--- config.mk ---
export PLATFORM = sky130hd
export DESIGN_NAME = muldiv_unit
export DESIGN_NICKNAME = d
export VERILOG_FILES = /design/src/rtl/mips_pkg.sv /design/src/rtl/muldiv_sign_fix.sv /design/src/rtl/muldiv_unit.sv
export SDC_FILE = /design/constraint.sdc
export NUM_CORES = 1
export LEC_CHECK = 0
export CORE_ASPECT_RATIO = 1.2
export CORE_UTILIZATION = 58
export CTS_BUF_LIST = sky130_fd_sc_hd__clkbuf_8 sky130_fd_sc_hd__clkbuf_16
export DETAILED_ROUTE_END_ITERATION = 7
export PLACE_DENSITY_LB_ADDON = 0.2
export SYNTH_ARGS = -nofsm -noshare
export SYNTH_HDL_FRONTEND = slang
export SYNTH_HIERARCHICAL = 1
export SYNTH_SLANG_ARGS = --single-unit
export TNS_END_PERCENT = 10
--- constraint.sdc ---
create_clock -name clk -period 6.14 [get_ports clk]
set_input_delay 1.228 -clock clk [delete_from_list [all_inputs] [get_ports clk]]
set_output_delay 1.228 -clock clk [all_outputs]
set_load 0.05 [all_outputs]
--- src/rtl/mips_pkg.sv ---
// Shared encodings for the multiply/divide unit: op codes, FSM states and the
// iteration count.
package mips_pkg;

    typedef logic [1:0] muldiv_op_t;

    localparam muldiv_op_t MULDIV_MULT  = 2'b00;
    localparam muldiv_op_t MULDIV_MULTU = 2'b01;
    localparam muldiv_op_t MULDIV_DIV   = 2'b10;
    localparam muldiv_op_t MULDIV_DIVU  = 2'b11;

    localparam logic [1:0] ST_IDLE = 2'd0;
    localparam logic [1:0] ST_MUL  = 2'd1;
    localparam logic [1:0] ST_DIV  = 2'd2;
    localparam logic [1:0] ST_DONE = 2'd3;

    localparam int MULDIV_ITERS = 32;
    localparam int MULDIV_CNT_W = $clog2(MULDIV_ITERS);
    localparam logic [MULDIV_CNT_W-1:0] MULDIV_LAST = MULDIV_CNT_W'(MULDIV_ITERS - 1);

endpackage

--- src/rtl/muldiv_sign_fix.sv ---
// Conditional two's-complement negation; used both for operand absolute values
// and for applying the result sign to products, quotients and remainders.
module muldiv_sign_fix #(
    parameter int W = 32
) (
    input  logic [W-1:0] value,
    input  logic         negate,
    output logic [W-1:0] result
);

    assign result = negate ? -value : value;

endmodule

--- src/rtl/muldiv_unit.sv ---
// Iterative 32-cycle multiply/divide unit holding the MIPS HI/LO registers.
// The divider datapath is only built when MULDIV_DIV_EN is defined.
module muldiv_unit
    import mips_pkg::*;
#(
    parameter int WIDTH = 32
) (
    input  logic             clk,
    input  logic             reset,
    input  logic             start,
    input  logic [1:0]       op,
    input  logic [WIDTH-1:0] read_data_1,
    input  logic [WIDTH-1:0] read_data_2,
    input  logic             hi_we,
    input  logic             lo_we,
    output logic             busy,
    output logic             done,
    output logic             div_by_zero,
    output logic [WIDTH-1:0] hi,
    output logic [WIDTH-1:0] lo
);

    logic [1:0]              state;
    logic [MULDIV_CNT_W-1:0] count;
    logic [2*WIDTH-1:0]      acc;   // mul: {partial, multiplier}; div: {remainder, dividend/quotient}
    logic [WIDTH-1:0]        opnd;  // multiplicand or divisor magnitude
    logic                    neg_res;

    logic is_signed, is_div, idle_or_done, accept, last;
    logic [WIDTH-1:0] abs_rs, abs_rt;

    assign is_signed    = ~op[0];
    assign is_div       = op[1];
    assign idle_or_done = (state == ST_IDLE) || (state == ST_DONE);
    assign accept       = start && idle_or_done;
    assign last         = (count == '0);

    assign busy = (state == ST_MUL) || (state == ST_DIV);
    assign done = (state == ST_DONE);

    muldiv_sign_fix #(.W(WIDTH)) u_abs_rs (
        .value  (read_data_1),
        .negate (is_signed & read_data_1[WIDTH-1]),
        .result (abs_rs)
    );

    muldiv_sign_fix #(.W(WIDTH)) u_abs_rt (
        .value  (read_data_2),
        .negate (is_signed & read_data_2[WIDTH-1]),
        .result (abs_rt)
    );

    // Shift-add step: add multiplicand into the upper half when the current
    // multiplier bit is set, then shift the whole accumulator right.
    logic [WIDTH:0]     mul_sum;
    logic [2*WIDTH-1:0] mul_next, prod_res;

    assign mul_sum  = {1'b0, acc[2*WIDTH-1:WIDTH]} + (acc[0] ? {1'b0, opnd} : '0);
    assign mul_next = {mul_sum, acc[WIDTH-1:1]};

    muldiv_sign_fix #(.W(2*WIDTH)) u_fix_prod (
        .value  (mul_next),
        .negate (neg_res),
        .result (prod_res)
    );

`ifdef MULDIV_DIV_EN
    logic                neg_rem;
    logic [WIDTH:0]      div_shift, div_diff;
    logic                div_ge;
    logic [2*WIDTH-1:0]  div_next;
    logic [WIDTH-1:0]    quo_res, rem_res;

    // Restoring step: shift in the next dividend bit, keep the difference only
    // when it did not go negative.
    assign div_shift = {acc[2*WIDTH-1:WIDTH], acc[WIDTH-1]};
    assign div_diff  = div_shift - {1'b0, opnd};
    assign div_ge    = ~div_diff[WIDTH];
    assign div_next  = {(div_ge ? div_diff[WIDTH-1:0] : div_shift[WIDTH-1:0]),
                        acc[WIDTH-2:0], div_ge};

    muldiv_sign_fix #(.W(WIDTH)) u_fix_quo (
        .value  (div_next[WIDTH-1:0]),
        .negate (neg_res),
        .result (quo_res)
    );

    muldiv_sign_fix #(.W(WIDTH)) u_fix_rem (
        .value  (div_next[2*WIDTH-1:WIDTH]),
        .negate (neg_rem),
        .result (rem_res)
    );
`endif

    always_ff @(posedge clk or posedge reset) begin
        if (reset) begin
            state       <= ST_IDLE;
            count       <= '0;
            acc         <= '0;
            opnd        <= '0;
            neg_res     <= 1'b0;
`ifdef MULDIV_DIV_EN
            neg_rem     <= 1'b0;
`endif
            div_by_zero <= 1'b0;
            hi          <= '0;
            lo          <= '0;
        end else begin
            case (state)
                ST_IDLE, ST_DONE: begin
                    if (accept) begin
                        div_by_zero <= 1'b0;
                        count       <= MULDIV_LAST;
                        neg_res     <= is_signed & (read_data_1[WIDTH-1] ^ read_data_2[WIDTH-1]);
                        if (!is_div) begin
                            state <= ST_MUL;
                            acc   <= {{WIDTH{1'b0}}, abs_rt};
                            opnd  <= abs_rs;
                        end else begin
`ifdef MULDIV_DIV_EN
                            neg_rem <= is_signed & read_data_1[WIDTH-1];
                            if (read_data_2 == '0) begin
                                state       <= ST_DONE;
                                div_by_zero <= 1'b1;
                            end else begin
                                state <= ST_DIV;
                                acc   <= {{WIDTH{1'b0}}, abs_rs};
                                opnd  <= abs_rt;
                            end
`else
                            state <= ST_DONE;
`endif
                        end
                    end else begin
                        state <= ST_IDLE;
                        if (hi_we) hi <= read_data_1;
                        if (lo_we) lo <= read_data_1;
                    end
                end
                ST_MUL: begin
                    acc   <= mul_next;
                    count <= count - MULDIV_CNT_W'(1);
                    if (last) begin
                        state <= ST_DONE;
                        hi    <= prod_res[2*WIDTH-1:WIDTH];
                        lo    <= prod_res[WIDTH-1:0];
                    end
                end
`ifdef MULDIV_DIV_EN
                ST_DIV: begin
                    acc   <= div_next;
                    count <= count - MULDIV_CNT_W'(1);
                    if (last) begin
                        state <= ST_DONE;
                        hi    <= rem_res;
                        lo    <= quo_res;
                    end
                end
`endif
                default: state <= ST_IDLE;
            endcase
        end
    end

endmodule

==> results.toml, run 1 <==
[drt]
initialDrtViolationCount = 937
vias = 10900
drc = 0
via_per_inst = 6.346
drt-wirelength-per-cell_microns = 19.66
dr.pass1.iters = 5
routed_wl_mm = 33.78
ant_nets = 0

[power_and_ir_drop]
ir_worst_vdd_mv = 0.3954
p_leak_nw = 5.655
pwr_density_cell_mw_per_mm2 = 611.3

[layout]
final_cell_mix = "dfrtp_1, a21oi_1, xnor2_1, clkdlybuf4s50_1, nor2_1"
syn_to_final_growth_pct = 17.76
n_fill_cell = 1613
stdcell_count = 1718
final_common_cell = "dfrtp_1"
final_nets = 1552
drive_above_1_share_pct = 7.708
num_antenna_cells = 0

[yosys]
synth_edf_count = 0
synth_cell_type_count = 67
synthArstFlopShare_pct = 100.0
ys.flop_type = "dfrtp_1"
synth_area_sq_mm = 0.01193
yosys_warnings = 6
ys_ff_latch = 168
syn_nets = 1460
syn_inst = 1348
synth.avg_cell_area_sq_um = 8.852
yosysSeqAreaShare_pct = 35.23

[clock_tree]
clkTransAtPathRegs_ps = 70
cts_resized = 0
ctsHtreeMaxLevel = 4
clock_latency_ps = 440
clockBufferDepth = 2
cts_tree = "done"
hold_buffers = 0
numCtsBuffers = 17
cts_sinks = 168
post_cts_buffers = 0
root_buffer = "clkbuf_16"

[global_route]
grt.total_usage_pct = 32.07
gr-total-overflow = 0
grt_start_max_net_pins = 99
grt_pass1_wl_mm = 53.27
antenna_found_initial = 0
grt_pass1_vias = 10140

[hold_path]
hold_path_end = "opnd[18]$_DFFE_PP0P_"
min-delay-start = "opnd[18]$_DFFE_PP0P_"
worstHoldPathType = "register to register"
min_delay_path_depth = 1

[timing]
post-route-period-util_pct = 84.05
skew_ps = 10.97
worst_pin_slew_ps = 1130
rsz0062_at_grt = "false"
whs_ps = 489.4
drv_slew = 0
setup_viol = 0
final-hold-violation-count = 0
relSlewSlack_pct = 24.32
fin_crit_ps = 5160
fin_setup_tns_ps = 0
fmax_ghz = 0.1938

[floorplan]
fp.dieW_microns = 132.9
start_util_pct = 59.12
core_area_sq_mm = 0.02018
pin_count = 138
die_h_microns = 159.1
die_area_sq_mm = 0.02115
rows = 57

[placed_design]
place.gp.congestion = 0.9852
dp_hpwl_mm = 24.53
dp.cells = 1686
numPortBuffers = 136

[run]
max_cap_violations = 0

[critical_path]
path_max_fanout = 31
crit_top_cell = "a21oi_1"
crit_buf_inv = 1
cp-start-kind = "register"
critPathKind = "register to register"
rrSetupSlack_ps = 980
crit_required_ps = 6510
reg2reg_depth = 17
end_kind = "register"
r2r_start = "acc[0]$_DFFE_PP0P_"
cp_top_family = "compound AO/OA/AOI/OAI gates"
arrival_ps = 5530
slowest_delay_ps = 560
r2r_end = "hi[31]$_DFFE_PP0P_"
crit_chain = "buf_4 > and2_1 > ha_1 > a21o_1 > a21oi_1 > a21oi_1 > a311o_1 > a21o_1 > a21oi_1 > xnor2_1 > or4_1 > or4_4 > or4_4 > o41ai_2 > xnor2_1 > a21oi_1 > a21oi_1"
critPathSlowestCell = "or4_4"

[status]
status = "completed"
registers in the layout, indices dropped and copies added, names as in the netlist:
| name | count |
|---|---|
| state | 2 |
| acc | 64 |
| hi | 32 |
| count | 5 |
| opnd | 32 |
| lo | 32 |
| neg_res | 1 |
worst max path at each step:
| stage | start | to | slack, ps | cells after the start |
|---|---|---|---|---|
| floorplan | reset | acc[0]$_DFFE_PP0P_ | 370 | 1 |
| CTS | acc[0]$_DFFE_PP0P_ | hi[31]$_DFFE_PP0P_ | 1040 | 17 |
| global route | acc[0]$_DFFE_PP0P_ | hi[31]$_DFFE_PP0P_ | 740 | 17 |
| finish | acc[0]$_DFFE_PP0P_ | hi[31]$_DFFE_PP0P_ | 980 | 17 |
| global placement | acc[0]$_DFFE_PP0P_ | hi[31]$_DFFE_PP0P_ | 1240 | 17 |
| detailed placement | acc[0]$_DFFE_PP0P_ | hi[31]$_DFFE_PP0P_ | 1100 | 17 |
through the flow:
step | power (W) | instance area (sq um) | utilization (%) | worst slack [ps]
finish | 0.008590 | 14050 | 69.62 | 979.6
global route | 0.009096 | 14050 | 69.62 | 744.1
CTS | 0.008512 | 14050 | 69.62 | 1040
detailed placement | 0.007388 | 13460 | 66.71 | 1097
global placement | 0.007265 | 13460 | 66.71 | 1245
floorplan | 0.005898 | 11930 | - | 365.3
cells by family after synthesis:
kind of cell	synth area share, %
flip-flops	35.23
other	0.03143
multiplexers	5.704
AND/OR/NAND/NOR	18.32
AO/OA/AOI/OAI	22.06
adder cells (fa/ha/maj)	4.362
XOR/XNOR	10.72
buffers and inverters	3.576
per-layer routing:
metal	GRT usage, %	part of all wire, %
met1	43.52	43
met2	51.14	47
met3	4.807	6.6
met4	13.43	3.4
met5	0	0
worst register-to-register path, cell delays in order (launching register included):
cell and delay, ps:
dfrtp_1 390, buf_4 240, and2_1 190, ha_1 340
a21o_1 250, a21oi_1 210, a21oi_1 140, a311o_1 440
a21o_1 200, a21oi_1 200, xnor2_1 190, or4_1 540
or4_4 460, or4_4 560, o41ai_2 340, xnor2_1 160
a21oi_1 80, a21oi_1 180
cell type report:
class                   instances  area (sq um)  share of cell area (%)
multi-input cells            1075          7346                   52.28
repair buffers                148          1464                   10.42
clock inverters                15         162.7                   1.158
well taps                     265         331.6                   2.360
inverters                      30         117.6                  0.8370
clock buffers                  17         425.4                   3.027
flip-flops and latches        168          4205                   29.93
cell usage after synthesis, types with 32 or more instances:
library cell / instances / area, sq um
nand2_1: 100 / 375.4
dfrtp_1: 168 / 4204
nor2b_1: 38 / 237.7
xnor2_1: 136 / 1191
clkbuf_1: 61 / 229.0
nor2_1: 102 / 382.9
and2_1: 39 / 244.0
mux2i_1: 32 / 320.3
o41ai_1: 35 / 306.5
o31ai_1: 41 / 307.8
a21oi_1: 161 / 805.8
o21ai_0: 73 / 365.4
ha_1: 40 / 500.5
power by group:
part           leakage (nW)  switching (W)  internal, W
combinational          3.35        0.00336      0.00196
sequential             2.01       0.000509      0.00166
clock                 0.293       0.000486     0.000609
total                  5.66        0.00436      0.00423
(Power assumes the default switching activity.)
==> run 2: changes to the inputs <==
- CORE_UTILIZATION: 58 -> 52
- clock period: 6.14 -> 4.4 ns (I/O delays scaled with it)
==> results.toml, run 2 (synthesis gave the netlist of run 1 again) <==
[critical_path]
slowest_delay_ps = 560
end_kind = "register"
path_max_fanout = 4
cp-start-kind = "register"
crit_required_ps = 4760
crit_buf_inv = 2
critPathSlowestCell = "or4_4"
arrival_ps = 5120
critPathKind = "register to register"
cp_top_family = "compound AO/OA/AOI/OAI gates"
crit_chain = "buf_4 > and2_4 > ha_4 > a211o_1 > a2111oi_4 > buf_4 > o31ai_2 > a21oi_2 > o21ai_2 > a31oi_2 > xnor2_1 > or4_1 > or4_4 > or4_4 > o41ai_4 > xnor2_1 > a21oi_1 > a21oi_1"

[global_route]
busiest_layer = "met2"
antenna_found_initial = 0
grtUsageMet3_pct = 4.266
use_met1_pct = 42.27
grt_pass1_vias = 10800
grt.total_usage_pct = 31.22
grt_pass1_wl_mm = 57.38
grt_start_max_net_pins = 110
grt_use_met2_pct = 51.20
gr-total-overflow = 0

[drt]
routed_wl_mm = 36.54
via_per_inst = 6.088
vias = 11110
ant_nets = 0
drc = 0
drt-wirelength-per-cell_microns = 20.03
initialDrtViolationCount = 956
dr.pass1.iters = 5

[status]
violations = "setup timing"
status = "complete, but fails checks"

[placed_design]
numPortBuffers = 136
place.gp.congestion = 0.9297
place_ws_ps = -371.6
dp.cells = 1781
dp_hpwl_mm = 26.47

[timing]
fin_setup_tns_ps = -3184
final-hold-violation-count = 0
fmax_ghz = 0.2102
drv_slew = 0
relSlewSlack_pct = 19.90
rsz0062_at_grt = "true"
worst_pin_slew_ps = 1201
worst_slack_ps = -357.2
setup_viol = 15
fin_crit_ps = 4757
post-route-period-util_pct = 108.1
skew_ps = 11.63

[clock_tree]
clock_latency_ps = 450
clockBufferDepth = 2
cts_sinks = 168
cts_tree = "done"
clkTransAtPathRegs_ps = 70
ctsHtreeMaxLevel = 4
root_buffer = "clkbuf_16"
numCtsBuffers = 17

[floorplan]
start_util_pct = 53.16
fp.dieW_microns = 140.3
core_area_sq_mm = 0.02245
pin_count = 138
rows = 60
die_area_sq_mm = 0.02356
die_h_microns = 167.9

[layout]
fin_util_pct = 67.18
largest_register_ff_count = 64
final_common_cell = "dfrtp_1"
drive_above_1_share_pct = 15.73
n_fill_cell = 1849
num_antenna_cells = 0
final_nets = 1644
final_cell_mix = "dfrtp_1, a21oi_1, xnor2_1, clkdlybuf4s50_1, nor2_1"
regMostFlops = "acc"
stdcell_count = 1824
syn_to_final_growth_pct = 26.37

[hold_path]
worstHoldPathType = "register to register"

[power_and_ir_drop]
swShare_pct = 49.54
finalPower_w = 0.01303
p_seq_share_pct = 23.7
switchingPower_w = 0.006458
p_leak_nw = 6.136
clkPwrFrac_pct = 11.7
p_comb_share_pct = 64.6
pwr_density_cell_mw_per_mm2 = 864.4
ir_worst_vdd_mv = 0.4465
p_int_w = 0.006577

[run]
max_cap_violations = 0
run 2: cell types whose count changed in the layout (fill, tap and decap cells not counted), sizes merged:
cell | before | now
bufinv | 2 | 0
inv | 39 | 38
buf | 12 | 104
clkbuf | 17 | 18
clkinv | 3 | 5
run 2: worst reg2reg max path, cell delays in order (launching register included):
cell       delay [ps]
dfrtp_2           430
buf_4             140
and2_4            150
ha_4              160
a211o_1           310
a2111oi_4         410
buf_4             170
o31ai_2            60
a21oi_2           180
o21ai_2           100
a31oi_2           180
xnor2_1           140
or4_1             470
or4_4             450
or4_4             560
o41ai_4           320
xnor2_1           170
a21oi_1           100
a21oi_1           180
run 2: through the flow:
step | cell area, sq um | hold slack [ps]
2_1_floorplan | 11940 | 443.1
3_5_place_dp | 14120 | 478.2
3_3_place_gp | 14120 | 466.7
5_1_grt | 15080 | 527.3
4_1_cts | 14940 | 495.9
6_report | 15080 | 500.5
run 2: final timing paths:
check	startpoint	to	slack [ps]	cells past startpoint
setup / recovery	acc[0]$_DFFE_PP0P_	hi[31]$_DFFE_PP0P_	-360	18
hold / removal	acc[50]$_DFFE_PP0P_	acc[50]$_DFFE_PP0P_	500	2
setup reg to reg	acc[0]$_DFFE_PP0P_	hi[31]$_DFFE_PP0P_	-360	18
hold reg to reg	acc[50]$_DFFE_PP0P_	acc[50]$_DFFE_PP0P_	500	2
max in group asynchronous	reset	hi[18]$_DFFE_PP0P_	2610	3
min in group asynchronous	reset	count[4]$_DFFE_PP0P_	960	2
run 2: layout make-up:
cell class | count | area [sq um] | share of cell area (%)
multi-input cells | 1075 | 7612 | 50.48
flip-flops and latches | 168 | 4207 | 27.90
repair buffers | 240 | 2208 | 14.64
clock buffers | 18 | 439.2 | 2.912
well taps | 279 | 349.1 | 2.315
clock inverters | 14 | 147.6 | 0.9791
inverters | 30 | 116.4 | 0.7717
run 2: timing repair:
item / 4_1_cts / 5_1_grt
pin swaps: 27 / 19
endpoints found under the setup margin: 18 / 21
gates resized for setup: 34 / 15
hold buffers: 0 / 0
setup buffers: 6 / 5
run 2: power by group through the flow:
stage               Clock, W  Sequential (W)  Combinational (W)
finish               0.00153         0.00308            0.00842
global route         0.00160         0.00318            0.00902
CTS                  0.00153         0.00306            0.00820
detailed placement         0         0.00306            0.00796
global placement           0         0.00304            0.00784
floorplan                  0         0.00380            0.00444
run 2: layer usage:
metal  vias up  routed length (microns)  part of all wire, %
met1      5393                    15960                   44
met3        68                     2044                  5.6
li1       5245                        -                    -
met5         -                        0                    0
met4         0                     1077                  2.9
met2       399                    17460                   48
==> run 3: changes to the inputs <==
- CTS_BUF_LIST: sky130_fd_sc_hd__clkbuf_8 sky130_fd_sc_hd__clkbuf_16 -> sky130_fd_sc_hd__clkbuf_16
==> results.toml, run 3 (synthesis gave the netlist of run 1 again) <==
[status]
status = "complete, but fails checks"
violations = "setup timing"

[floorplan]
start_util_pct = 53.16
rows = 60
core_area_sq_mm = 0.02245
die_h_microns = 167.9
die_area_sq_mm = 0.02356
pin_count = 138
fp.dieW_microns = 140.3

[clock_tree]
numCtsBuffers = 17
clkTransAtPathRegs_ps = 70
ctsHtreeMaxLevel = 4
clockBufferDepth = 2
hold_buffers = 0
cts_tree = "done"
cts_sinks = 168
root_buffer = "clkbuf_16"
clock_latency_ps = 450

[layout]
multiInputGateArea_sq_mm = 0.007612
num_antenna_cells = 0
regArea_sq_mm = 0.004207
n_fill_cell = 1853
syn_to_final_growth_pct = 26.29
drive_above_1_share_pct = 15.66
regMostFlops = "acc"
stdcell_count = 1824
fin_util_pct = 67.13
final_nets = 1644
final_cell_mix = "dfrtp_1, a21oi_1, xnor2_1, clkdlybuf4s50_1, nor2_1"
largest_register_ff_count = 64
final_common_cell = "dfrtp_1"

[drt]
via_per_inst = 6.098
drc = 0
routed_wl_mm = 36.52
drt-wirelength-per-cell_microns = 20.02
dr.pass1.iters = 6
ant_nets = 0
vias = 11120
initialDrtViolationCount = 957

[timing]
worst_slack_ps = -360.0
final-hold-violation-count = 0
fmax_ghz = 0.2101
relSlewSlack_pct = 19.22
drv_slew = 0
fin_crit_ps = 4760
setup_viol = 15
skew_ps = 11.90
rsz0062_at_grt = "true"
worst_pin_slew_ps = 1212
post-route-period-util_pct = 108.2

[global_route]
grt.total_usage_pct = 31.22
grt_pass1_wl_mm = 57.38
antenna_found_initial = 0
grt_start_max_net_pins = 110
grt_pass1_vias = 10800
gr-total-overflow = 0

[critical_path]
cp-start-kind = "register"
crit_required_ps = 4760
path_max_fanout = 4
end_kind = "register"
arrival_ps = 5120
critPathKind = "register to register"

[placed_design]
place.gp.congestion = 0.9297
numPortBuffers = 136
dp.cells = 1781
place_ws_ps = -371.6
dp_hpwl_mm = 26.47

[power_and_ir_drop]
finalPower_w = 0.01302
pwr_density_cell_mw_per_mm2 = 864.0
p_leak_nw = 6.130
ir_worst_vdd_mv = 0.4467

[run]
max_cap_violations = 0

[hold_path]
worstHoldPathType = "register to register"
==> run 3: cell count changes in the layout (fill, tap and decap cells not counted), sizes merged <==
| cell | previous run | this run |
|---|---|---|
| clkbuf | 18 | 17 |
| clkinv | 5 | 6 |
==> run 3: through the flow <==
step	hold slack, ps	cell area [sq um]	setup TNS, ps
after floorplan	443.1	11940	-1092
after global placement	466.7	14120	-1523
after detailed placement	478.2	14120	-3226
after CTS	495.9	14930	-937.4
after global routing	527.3	15070	-6065
final	500.7	15070	-3187
==> run 3: metal layers <==
layer  part of all wire, %  global-route usage (%)  up-vias
met5                     0                       0        -
li1                      -                       -     5248
met2                    48                   51.20      411
met3                   5.8                   4.266       64
met1                    44                   42.27     5400
met4                   2.9                   10.94        0
==> run 3: repair_timing <==
| item | 4_1_cts | 5_1_grt |
|---|---|---|
| gates resized for setup | 34 | 15 |
| pin swaps | 27 | 19 |
| setup buffers | 6 | 5 |
| setup endpoints to repair | 18 | 21 |
| endpoints found under the hold margin | 0 | 0 |
==> run 3: power breakdown <==
part / switching, W / leakage [nW] / internal, W
Sequential: 0.000768 / 2.01 / 0.00232
Combinational: 0.00494 / 3.84 / 0.00348
Clock: 0.000749 / 0.284 / 0.000758
Total: 0.00646 / 6.13 / 0.00656
==> run 3: worst paths after layout <==
check / start / endpoint / slack [ps] / cells after the start
setup / recovery: acc[0]$_DFFE_PP0P_ / hi[31]$_DFFE_PP0P_ / -360 / 18
hold / removal: acc[50]$_DFFE_PP0P_ / acc[50]$_DFFE_PP0P_ / 500 / 2
setup reg to reg: acc[0]$_DFFE_PP0P_ / hi[31]$_DFFE_PP0P_ / -360 / 18
hold reg to reg: acc[50]$_DFFE_PP0P_ / acc[50]$_DFFE_PP0P_ / 500 / 2
max in group asynchronous: reset / hi[18]$_DFFE_PP0P_ / 2610 / 3
min in group asynchronous: reset / count[4]$_DFFE_PP0P_ / 960 / 2
==> run 3: worst max-delay path, stage by stage, from the launching register on <==
cell	delay, ps
dfrtp_2	430
buf_4	140
and2_4	150
ha_4	160
a211o_1	310
a2111oi_4	410
buf_4	170
o31ai_2	60
a21oi_2	180
o21ai_2	100
a31oi_2	180
xnor2_1	140
or4_1	470
or4_4	450
or4_4	560
o41ai_4	310
xnor2_1	170
a21oi_1	100
a21oi_1	180
==> run 3: area by class of cell <==
type | instances | area share [%]
Clock buffer | 17 | 2.823
Clock inverter | 15 | 1.005
Inverter | 30 | 0.7722
Multi-Input combinational cell | 1075 | 50.51
Sequential cell | 168 | 27.91
Tap cell | 279 | 2.317
Timing Repair Buffer | 240 | 14.65
